`src/rtl/romem_arbiter_if.sv`:
```
`default_nettype none
// ============================================================================
//  Module      : romem_arbiter_if
//  Description : Bundle of the requester-side and ROM-side signals of the
//                romem_arbiter. The arbiter connects via the 'slave' modport.
//                The surrounding system (fetch path, debug/loader path and
//                ROM) connects via the 'master' modport.
//  Revision    : 1.0 - initial release
// ----------------------------------------------------------------------------
//  Parameters
//    WORD_SIZE       bits per ROM word and per address
//  Signals (directions seen from the arbiter)
//    req0/req1       in   request from port 0 / port 1, held until resp
//    addr0/addr1     in   word address, stable while the matching req is high
//    gnt0/gnt1       out  one-cycle accept pulse
//    resp0/resp1     out  one-cycle response pulse
//    rdata           out  {word A+1, word A}; valid while a resp pulse is high
//    err             out  qualifies the resp pulse as an error (rdata = 0)
//    rom_enable      out  ROM ENABLE
//    rom_address     out  ROM ADDRESS
//    rom_data_ready  in   ROM DATA_READY
//    rom_data        in   ROM DATA (two words)
// ============================================================================
interface romem_arbiter_if #(
  parameter int WORD_SIZE = 32
);
  logic                     req0;
  logic                     req1;
  logic [WORD_SIZE-1:0]     addr0;
  logic [WORD_SIZE-1:0]     addr1;
  logic                     gnt0;
  logic                     gnt1;
  logic                     resp0;
  logic                     resp1;
  logic [2*WORD_SIZE-1:0]   rdata;
  logic                     err;
  logic                     rom_enable;
  logic [WORD_SIZE-1:0]     rom_address;
  logic                     rom_data_ready;
  logic [2*WORD_SIZE-1:0]   rom_data;

  // Arbiter side.
  modport slave (
    input  req0, req1, addr0, addr1, rom_data_ready, rom_data,
    output gnt0, gnt1, resp0, resp1, rdata, err, rom_enable, rom_address
  );

  // System side: requesters plus the ROM itself.
  modport master (
    output req0, req1, addr0, addr1, rom_data_ready, rom_data,
    input  gnt0, gnt1, resp0, resp1, rdata, err, rom_enable, rom_address
  );
endinterface
`default_nettype wire

```
`src/rtl/romem_arbiter.sv`:
```
`default_nettype none
// ============================================================================
//  Module      : romem_arbiter
//  Description : Two-port arbiter and transaction sequencer in front of the
//                read-only instruction memory. Port 0 is instruction fetch.
//                Port 1 is a secondary read-only path, such as debug or
//                loader. One ROM transaction runs at a time. Each transaction
//                returns the two-word line {mem[A+1], mem[A]} or an error to
//                the port that was granted.
//  Revision    : 1.0 - initial release
// ----------------------------------------------------------------------------
//  Parameters
//    WORD_SIZE   bits per ROM word and per address          (default 32)
//    ENTRIES     number of ROM words; valid addresses are
//                0..ENTRIES-2                              (default 128)
//    TIMEOUT     BUSY-cycle limit per ROM transaction;
//                present only when ROMEM_ARB_TIMEOUT_EN is
//                defined                                   (default 16)
//  Ports
//    Clk         clock, rising edge
//    Rst         synchronous, active-high reset
//    bus         romem_arbiter_if.slave: requester handshakes and ROM port
//  Build option
//    ROMEM_ARB_TIMEOUT_EN  When defined, BUSY aborts with err=1 after
//                          TIMEOUT cycles without DATA_READY. When undefined,
//                          BUSY waits for DATA_READY indefinitely.
//  Timing (request sampled in IDLE at edge E)
//    E+1 : gnt pulse, rom_enable high, rom_address = latched address
//    BUSY holds until DATA_READY is sampled, then DONE (rom_enable low)
//    resp/err/rdata are registered at the edge that leaves DONE, and a new
//    grant may be issued at that same edge.
// ============================================================================
module romem_arbiter #(
  parameter int WORD_SIZE = 32,
  parameter int ENTRIES   = 128
`ifdef ROMEM_ARB_TIMEOUT_EN
  ,
  parameter int TIMEOUT   = 16
`endif
) (
  input  logic            Clk,
  input  logic            Rst,
  romem_arbiter_if.slave  bus
);

  // Highest legal word address. Every access also reads word A+1.
  localparam logic [WORD_SIZE-1:0] c_MAX_ADDR = WORD_SIZE'(ENTRIES - 2);

`ifdef ROMEM_ARB_TIMEOUT_EN
  localparam int                   c_TMO_W    = $clog2(TIMEOUT + 1);
  // The counter is 0 in the first BUSY cycle. Aborting when it reads
  // TIMEOUT-1 therefore gives exactly TIMEOUT BUSY cycles.
  localparam logic [c_TMO_W-1:0]   c_TMO_LAST = c_TMO_W'(TIMEOUT - 1);
`endif

  typedef enum logic [1:0] {
    S_IDLE = 2'd0,
    S_BUSY = 2'd1,
    S_DONE = 2'd2
  } state_t;

  state_t                  r_state;
  logic                    r_gnt0;
  logic                    r_gnt1;
  logic                    r_resp0;
  logic                    r_resp1;
  logic                    r_err;
  logic [2*WORD_SIZE-1:0]  r_rdata;
  logic                    r_rom_enable;
  logic [WORD_SIZE-1:0]    r_rom_address;
  logic                    r_last_served;  // port granted most recently
  logic                    r_port;         // port owning the transaction
  logic                    r_fail;         // transaction ends with err
  logic [2*WORD_SIZE-1:0]  r_line;         // captured ROM line (0 on error)
`ifdef ROMEM_ARB_TIMEOUT_EN
  logic [c_TMO_W-1:0]      r_tmo_cnt;
`endif

  logic                    w_any_req;
  logic                    w_pick1;
  logic [WORD_SIZE-1:0]    w_sel_addr;
  logic                    w_addr_bad;

  // Arbitration. A lone request always wins. On a tie, the port opposite
  // to the last served port wins. The two ports therefore alternate under
  // continuous contention.
  assign w_any_req  = bus.req0 | bus.req1;
  assign w_pick1    = bus.req1 & (~bus.req0 | ~r_last_served);
  assign w_sel_addr = w_pick1 ? bus.addr1 : bus.addr0;
  assign w_addr_bad = (w_sel_addr > c_MAX_ADDR);

  always_ff @(posedge Clk) begin
    if (Rst) begin
      r_state       <= S_IDLE;
      r_gnt0        <= 1'b0;
      r_gnt1        <= 1'b0;
      r_resp0       <= 1'b0;
      r_resp1       <= 1'b0;
      r_err         <= 1'b0;
      r_rdata       <= '0;
      r_rom_enable  <= 1'b0;
      r_rom_address <= '0;
      r_last_served <= 1'b1;
      r_port        <= 1'b0;
      r_fail        <= 1'b0;
      r_line        <= '0;
`ifdef ROMEM_ARB_TIMEOUT_EN
      r_tmo_cnt     <= '0;
`endif
    end else begin
      // Pulse outputs default low. They are raised for one cycle only.
      r_gnt0  <= 1'b0;
      r_gnt1  <= 1'b0;
      r_resp0 <= 1'b0;
      r_resp1 <= 1'b0;
      r_err   <= 1'b0;

      unique case (r_state)
        S_BUSY: begin
          // rom_enable and rom_address stay unchanged until the ROM answers.
          // A ready on the same edge as the timeout takes precedence.
          if (bus.rom_data_ready) begin
            r_line       <= bus.rom_data;
            r_fail       <= 1'b0;
            r_rom_enable <= 1'b0;
            r_state      <= S_DONE;
          end
`ifdef ROMEM_ARB_TIMEOUT_EN
          else if (r_tmo_cnt == c_TMO_LAST) begin
            r_line       <= '0;
            r_fail       <= 1'b1;
            r_rom_enable <= 1'b0;
            r_state      <= S_DONE;
          end else begin
            r_tmo_cnt    <= r_tmo_cnt + 1'b1;
          end
`endif
        end

        S_IDLE, S_DONE: begin
          // Leaving DONE issues the response for the finished transaction.
          if (r_state == S_DONE) begin
            r_resp0 <= ~r_port;
            r_resp1 <= r_port;
            r_err   <= r_fail;
            r_rdata <= r_line;
          end

          // rom_enable is low for at least this one cycle between accesses.
          // The ROM uses that low cycle to restart its delay counter.
          r_rom_enable <= 1'b0;

          if (w_any_req) begin
            r_gnt0        <= ~w_pick1;
            r_gnt1        <= w_pick1;
            r_port        <= w_pick1;
            r_last_served <= w_pick1;
            if (w_addr_bad) begin
              // The line would run past the array. Skip the ROM entirely.
              r_line  <= '0;
              r_fail  <= 1'b1;
              r_state <= S_DONE;
            end else begin
              r_rom_address <= w_sel_addr;
              r_rom_enable  <= 1'b1;
              r_state       <= S_BUSY;
`ifdef ROMEM_ARB_TIMEOUT_EN
              r_tmo_cnt     <= '0;
`endif
            end
          end else begin
            r_state <= S_IDLE;
          end
        end

        default: begin
          r_rom_enable <= 1'b0;
          r_state      <= S_IDLE;
        end
      endcase
    end
  end

  assign bus.gnt0        = r_gnt0;
  assign bus.gnt1        = r_gnt1;
  assign bus.resp0       = r_resp0;
  assign bus.resp1       = r_resp1;
  assign bus.err         = r_err;
  assign bus.rdata       = r_rdata;
  assign bus.rom_enable  = r_rom_enable;
  assign bus.rom_address = r_rom_address;

endmodule
`default_nettype wire

```
`src/flat_wrapper.sv`:
```
// flat-port wrapper written by rule: the top's interface ports become plain ports
module romem_arbiter_flat 
#(
  parameter int WORD_SIZE = 32,
  parameter int ENTRIES   = 128

)
  (Clk, Rst, bus_req0, bus_req1, bus_addr0, bus_addr1, bus_rom_data_ready, bus_rom_data, bus_gnt0, bus_gnt1, bus_resp0, bus_resp1, bus_rdata, bus_err, bus_rom_enable, bus_rom_address);
  romem_arbiter_if #(.WORD_SIZE(WORD_SIZE)) bus_i ();
  input  logic Clk;
  input  logic Rst;
  input wire logic [$bits(bus_i.req0)-1:0] bus_req0;
  input wire logic [$bits(bus_i.req1)-1:0] bus_req1;
  input wire logic [$bits(bus_i.addr0)-1:0] bus_addr0;
  input wire logic [$bits(bus_i.addr1)-1:0] bus_addr1;
  input wire logic [$bits(bus_i.rom_data_ready)-1:0] bus_rom_data_ready;
  input wire logic [$bits(bus_i.rom_data)-1:0] bus_rom_data;
  output wire logic [$bits(bus_i.gnt0)-1:0] bus_gnt0;
  output wire logic [$bits(bus_i.gnt1)-1:0] bus_gnt1;
  output wire logic [$bits(bus_i.resp0)-1:0] bus_resp0;
  output wire logic [$bits(bus_i.resp1)-1:0] bus_resp1;
  output wire logic [$bits(bus_i.rdata)-1:0] bus_rdata;
  output wire logic [$bits(bus_i.err)-1:0] bus_err;
  output wire logic [$bits(bus_i.rom_enable)-1:0] bus_rom_enable;
  output wire logic [$bits(bus_i.rom_address)-1:0] bus_rom_address;
  assign bus_i.req0 = bus_req0;
  assign bus_i.req1 = bus_req1;
  assign bus_i.addr0 = bus_addr0;
  assign bus_i.addr1 = bus_addr1;
  assign bus_i.rom_data_ready = bus_rom_data_ready;
  assign bus_i.rom_data = bus_rom_data;
  assign bus_gnt0 = bus_i.gnt0;
  assign bus_gnt1 = bus_i.gnt1;
  assign bus_resp0 = bus_i.resp0;
  assign bus_resp1 = bus_i.resp1;
  assign bus_rdata = bus_i.rdata;
  assign bus_err = bus_i.err;
  assign bus_rom_enable = bus_i.rom_enable;
  assign bus_rom_address = bus_i.rom_address;
  romem_arbiter #(.WORD_SIZE(WORD_SIZE), .ENTRIES(ENTRIES)) u_core (.Clk(Clk), .Rst(Rst), .bus(bus_i));
endmodule
```
`config.mk`:
```
export PLATFORM = sky130hd
export DESIGN_NAME = romem_arbiter_flat
export DESIGN_NICKNAME = d
export VERILOG_FILES = /design/src/rtl/romem_arbiter_if.sv /design/src/rtl/romem_arbiter.sv /design/src/flat_wrapper.sv
export SDC_FILE = /design/constraint.sdc
export NUM_CORES = 1
export LEC_CHECK = 0
export CAP_MARGIN = 15
export CORE_MARGIN = 5
export CORE_UTILIZATION = 48
export CTS_CLUSTER_DIAMETER = 200
export DETAILED_ROUTE_END_ITERATION = 16
export PLACE_DENSITY_LB_ADDON = 0.2
export RECOVER_POWER = 100
export REMOVE_ABC_BUFFERS = 1
export SLEW_MARGIN = 20
export SYNTH_ARGS = -nofsm -noshare
export SYNTH_HDL_FRONTEND = slang
export SYNTH_SLANG_ARGS = --single-unit
```
`constraint.sdc`:
```
create_clock -name Clk -period 5.04 [get_ports Clk]
set_input_delay 0.756 -clock Clk [delete_from_list [all_inputs] [get_ports Clk]]
set_output_delay 0.756 -clock Clk [all_outputs]
set_load 0.05 [all_outputs]
```
# --- After elaboration in Yosys (flattened, before gate mapping) ---
# Cells that the tools add are included.
totals:
  reg_bits: 171
  input_bits: 133
  wordCells: 55
classes:
  magnitude_cmp: 1
  n_eq_ne: 5
  n_mux: 16
  bitwise: 11
  reduce_logical: 9
op_table:
  columns: ["op", "n"]
  rows:
  - ["2-to-1 mux 64 bit", 3]
  - ["case mux 64 bit (2 select lines)", 1]
  - ["greater-than comparator 32 x 7 -> 1 bit, second input constant", 1]
  - ["2-to-1 mux 32 bit", 1]
  - ["inverter 1 bit", 8]
  - ["2-to-1 mux 2 bit", 3]
  - ["OR reduction 3 bit", 2]
  - ["2-to-1 mux 1 bit", 5]
  - ["!= test 2 x 1 -> 1 bit, second input constant", 2]
  - ["case mux 1 bit (2 select lines)", 2]
  - ["case mux 2 bit (2 select lines)", 1]
  - ["AND reduction 2 bit", 2]
  - ["AND reduction 4 bit", 1]
  - ["AND reduction 3 bit", 1]
  - ["equality test 2 x 1 -> 1 bit, second input constant", 1]
  - ["equality test 2 bit, second input constant", 1]
  - ["logical NOT 2 bit", 1]
  - ["!= test 2 bit, second input constant", 1]
  - ["bitwise OR 1 bit", 2]
  - ["nonzero test 2 bit", 1]
  - ["OR reduction 2 bit", 1]
  - ["bitwise AND 1 bit", 1]

# --- Logic depth before layout (Yosys ltp) ---
depth:
  word_depth: 8
  mapped_depth: 7

# --- Least setup slack after synthesis ---
# OpenSTA, ideal clock, no wires.
synth_path:
  path_kind: "input -> register"
  startpoint: "input port bus_addr0[15]"
  endpoint: "register u_core.r_rom_address[26], in the netlist u_core.bus.rom_address[26]"
  setup_ps: 131
  arrival_time_ps: 2438
  required_time_ps: 4909
  setup_slack_ps: 2471
  cell_stages: 5
  path_cell_list: "or4_4 or4_4 a211oi_4 buf_6 nor3b_1"
synth_via:
  elab_chain_cells: 4
synth_rtl:
  columns: ["item", "line_no", "source"]
  rows:
  - ["from (decl)", "flat_wrapper.sv:14", "input wire logic [$bits(bus_i.addr0)-1:0] bus_addr0;"]
  - ["2-to-1 mux 32 bit", "romem_arbiter.sv:89", "assign w_sel_addr = w_pick1 ? bus.addr1 : bus.addr0;"]
  - ["greater-than comparator 32 x 7 -> 1 bit", "romem_arbiter.sv:90", "assign w_addr_bad = (w_sel_addr > c_MAX_ADDR);"]
  - ["inverter 1 bit (no source line)", null, null]
  - ["AND reduction 3 bit (no source line)", null, null]
  - ["to (signal assigned)", "romem_arbiter.sv:164", "r_rom_address <= w_sel_addr;"]
  - ["to (decl)", "romem_arbiter.sv:70", "logic [WORD_SIZE-1:0] r_rom_address;"]
# No other way between the ends.
# A chain may end at the register's enable or synchronous reset.

==> flow_metrics.py <==
metrics = {
    "timing": {
        "slew_viol_final": 161,
        "hold_violations": 0,
        "rsz0062_at_grt": "no",
        "maxSlewHeadroom": -0.858,
        "finalSetupViolCount": 0,
        "fin_crit_ns": 3.68,
        "tns_ns": 0,
        "skew_ns": 0.00974,
        "fin_crit_sh": 0.730,
        "max_freq_ghz": 0.272,
        "tightest_slew_ns": 2.79,
    },
    "detailed_routing": {
        "totalWireLength_um": 19700,
        "wire_per_inst_um": 17.7,
        "via_per_inst": 5.71,
        "detail-route-antenna-nets": 0,
        "dr_total_vias": 6382,
        "drt-pass1-iter-count": 5,
        "drt_iter0_markers": 680,
        "drc": 0,
    },
    "final_layout": {
        "fin_util": 0.712,
        "nNetsFinal": 1065,
        "syn_to_final_growth_pct": 43.8,
        "diodes": 0,
        "drive_gt1_frac": 0.0488,
        "fillers": 1033,
    },
    "clock_tree": {
        "numCtsBuffers": 17,
        "cts_tree": "built",
        "cts.clk_slew.worst_paths_ns": 0.06,
        "post_cts_buffers": 0,
        "ctsRootBufferMaster": "clkbuf_16",
        "cts.sinks": 170,
        "postCtsHoldBufs": 0,
        "clock_latency_ns": 0.42,
        "cts.path.max_buffers": 2,
        "htreeDepth": 4,
        "cts_resized": 0,
    },
    "yosys": {
        "ys_seq_area_frac": 0.515,
        "ys_ff_latch": 170,
        "avgSynthCellArea_um2": 8.91,
        "netlist_instances": 742,
        "yosysWarningCount": 0,
        "ys.flop_type": "dfxtp_1",
        "synth_area_um2": 6610,
        "yosys.area.top_type": "dfxtp_1",
        "synth_cell_types": 36,
        "synth_area_leaders": "dfxtp_1, a21oi_1, o211ai_1",
        "synth_edf_count": 0,
        "yosysMostFrequentCell": "dfxtp_1",
        "synth_top_area_frac": 0.515,
        "synth_common_cells": "dfxtp_1, a21oi_1, nand2_1, o211ai_1, a22oi_1",
        "synthArstFlopShare": 0,
    },
    "global_routing": {
        "antenna_found_initial": 1,
        "grt_max_degree": 68,
        "track_usage": 0.241,
        "grt_pass1_wl_um": 31900,
        "grt_overflow": 0,
        "first_global_vias": 6434,
    },
    "worst_setup_path": {
        "r2r_slack_ns": 1.67,
        "arrival_ns": 3.97,
        "worstPathRequired_ns": 5.33,
        "r2r_cells": 4,
        "cp-start-kind": "input port",
        "r2r_end": "u_core.bus.rdata[49]",
        "critical_path_class": "input port to flop",
        "end_kind": "flop",
        "cp_max_fo": 67,
        "timing.rr.start": "u_core.r_state[0]",
    },
    "outcome": {
        "violations": "max-capacitance violations, max-slew violations",
        "status": "finished with violations",
    },
    "place": {
        "place_hpwl_um": 13200,
        "gp_congestion": 0.792,
        "io_buffers": 234,
    },
    "floorplanning": {
        "dieArea_um2": 16200,
        "die_h_um": 127,
        "num_rows": 42,
        "core_um2": 13300,
        "ios": 235,
        "start_util": 0.495,
        "die_width_um": 127,
    },
    "power_and_ir_drop": {
        "peakVddDrop_mv": 0.196,
        "p_leak_nw": 3.41,
        "cellPowerDensity_nw_per_um2": 295,
    },
    "min_path": {
        "min-delay-start": "u_core.bus.rdata[33]",
        "min_path_cells": 2,
        "min_to": "u_core.bus.rdata[33]",
        "min_path_type": "flop to flop",
    },
    "job": {
        "maxCapViolCount": 4,
    },
}
logic make-up after synthesis:
group | synth area share
compound gates | 0.261
buf+inv | 0.0458
flops | 0.515
mux | 0.0106
simple gates | 0.168
critical path, stage by stage:
cell and delay (ns):
clkbuf_2 0.75, clkbuf_1 2.05, or3_1 0.31, mux2i_1 0.07
per-layer routing:
metal	global-route usage	vias up	share of wire
met1	0.287	3005	0.39
li1	-	3052	-
met3	0.0972	39	0.10
met5	0	-	0.00056
met2	0.393	284	0.49
met4	0.0839	2	0.023
power breakdown:
part,total (W),internal [W],leakage (nW),switching [W]
clock,0.00126,0.000760,0.282,0.000497
combinational,0.000198,0.000106,1.75,0.0000925
sequential,0.00135,0.00135,1.37,0.00000282
cell type report:
class,instances,area [um^2],share of cell area
Clock buffer,22,474,0.0499
Sequential cell,170,3400,0.358
Multi-Input combinational cell,501,2930,0.308
Timing Repair Buffer,242,2390,0.251
Clock inverter,7,92.6,0.00974
Tap cell,176,220,0.0232
placed cells by master (no fill, tap or decap), drive strengths merged:
cell type      instances
a211o                  1
a211oi                 2
a21bo                  1
a21boi                 2
a21oi                131
a221o                  1
a221oi                 1
a22oi                 64
and2                   2
and3b                  1
buf                    5
bufinv                 2
clkbuf                26
clkdlybuf4s50        130
clkinv                 4
dfxtp                170
dlygate4sd3          103
inv                    1
mux2i                  7
nand2                129
nand2b                 9
nand3b                 1
nand4                  4
nand4b                 2
nor2                  19
nor2b                  2
nor3                   6
nor3b                 27
nor4                   8
o211ai                66
o21bai                 1
or3                    7
or3b                   1
or4                    6
metrics by stage:
| step | cell area [um^2] | power [W] | hold WS, ns | instances | setup WS, ns |
|---|---|---|---|---|---|
| 6_report | 9500 | 0.00281 | 0.448 | 1118 | 1.36 |
| 5_1_grt | 9500 | 0.00290 | 0.466 | 1118 | 1.10 |
| 4_1_cts | 9530 | 0.00283 | 0.455 | 1118 | 1.77 |
| 3_5_place_dp | 8960 | 0.00158 | 0.438 | 1089 | 1.34 |
| 3_3_place_gp | 8960 | 0.00158 | 0.433 | 1089 | 1.49 |
| 2_1_floorplan | 6300 | 0.00142 | 0.412 | 671 | 0.582 |
state kept, by name, indices dropped and copies added, names as in the netlist:
| register | count |
|---|---|
| u_core.bus.rdata | 64 |
| u_core.r_line | 64 |
| u_core.bus.rom_address | 32 |
| u_core.r_state | 2 |
| u_core.bus.err | 1 |
| u_core.bus.gnt0 | 1 |
| u_core.bus.gnt1 | 1 |
| u_core.bus.resp0 | 1 |
| u_core.bus.resp1 | 1 |
| u_core.r_fail | 1 |
| u_core.r_last_served | 1 |
| u_core.r_port | 1 |
worst max-delay path by stage:
stage / startpoint / to
floorplan: bus_rom_data_ready / u_core.r_line[0]
global placement: bus_req1 / u_core.r_line[14]
detailed placement: bus_req1 / u_core.r_line[10]
CTS: bus_req1 / u_core.r_line[10]
global route: Rst / u_core.bus.rom_address[3]
finish: Rst / u_core.bus.rom_address[5]
(Power assumes the default switching activity.)
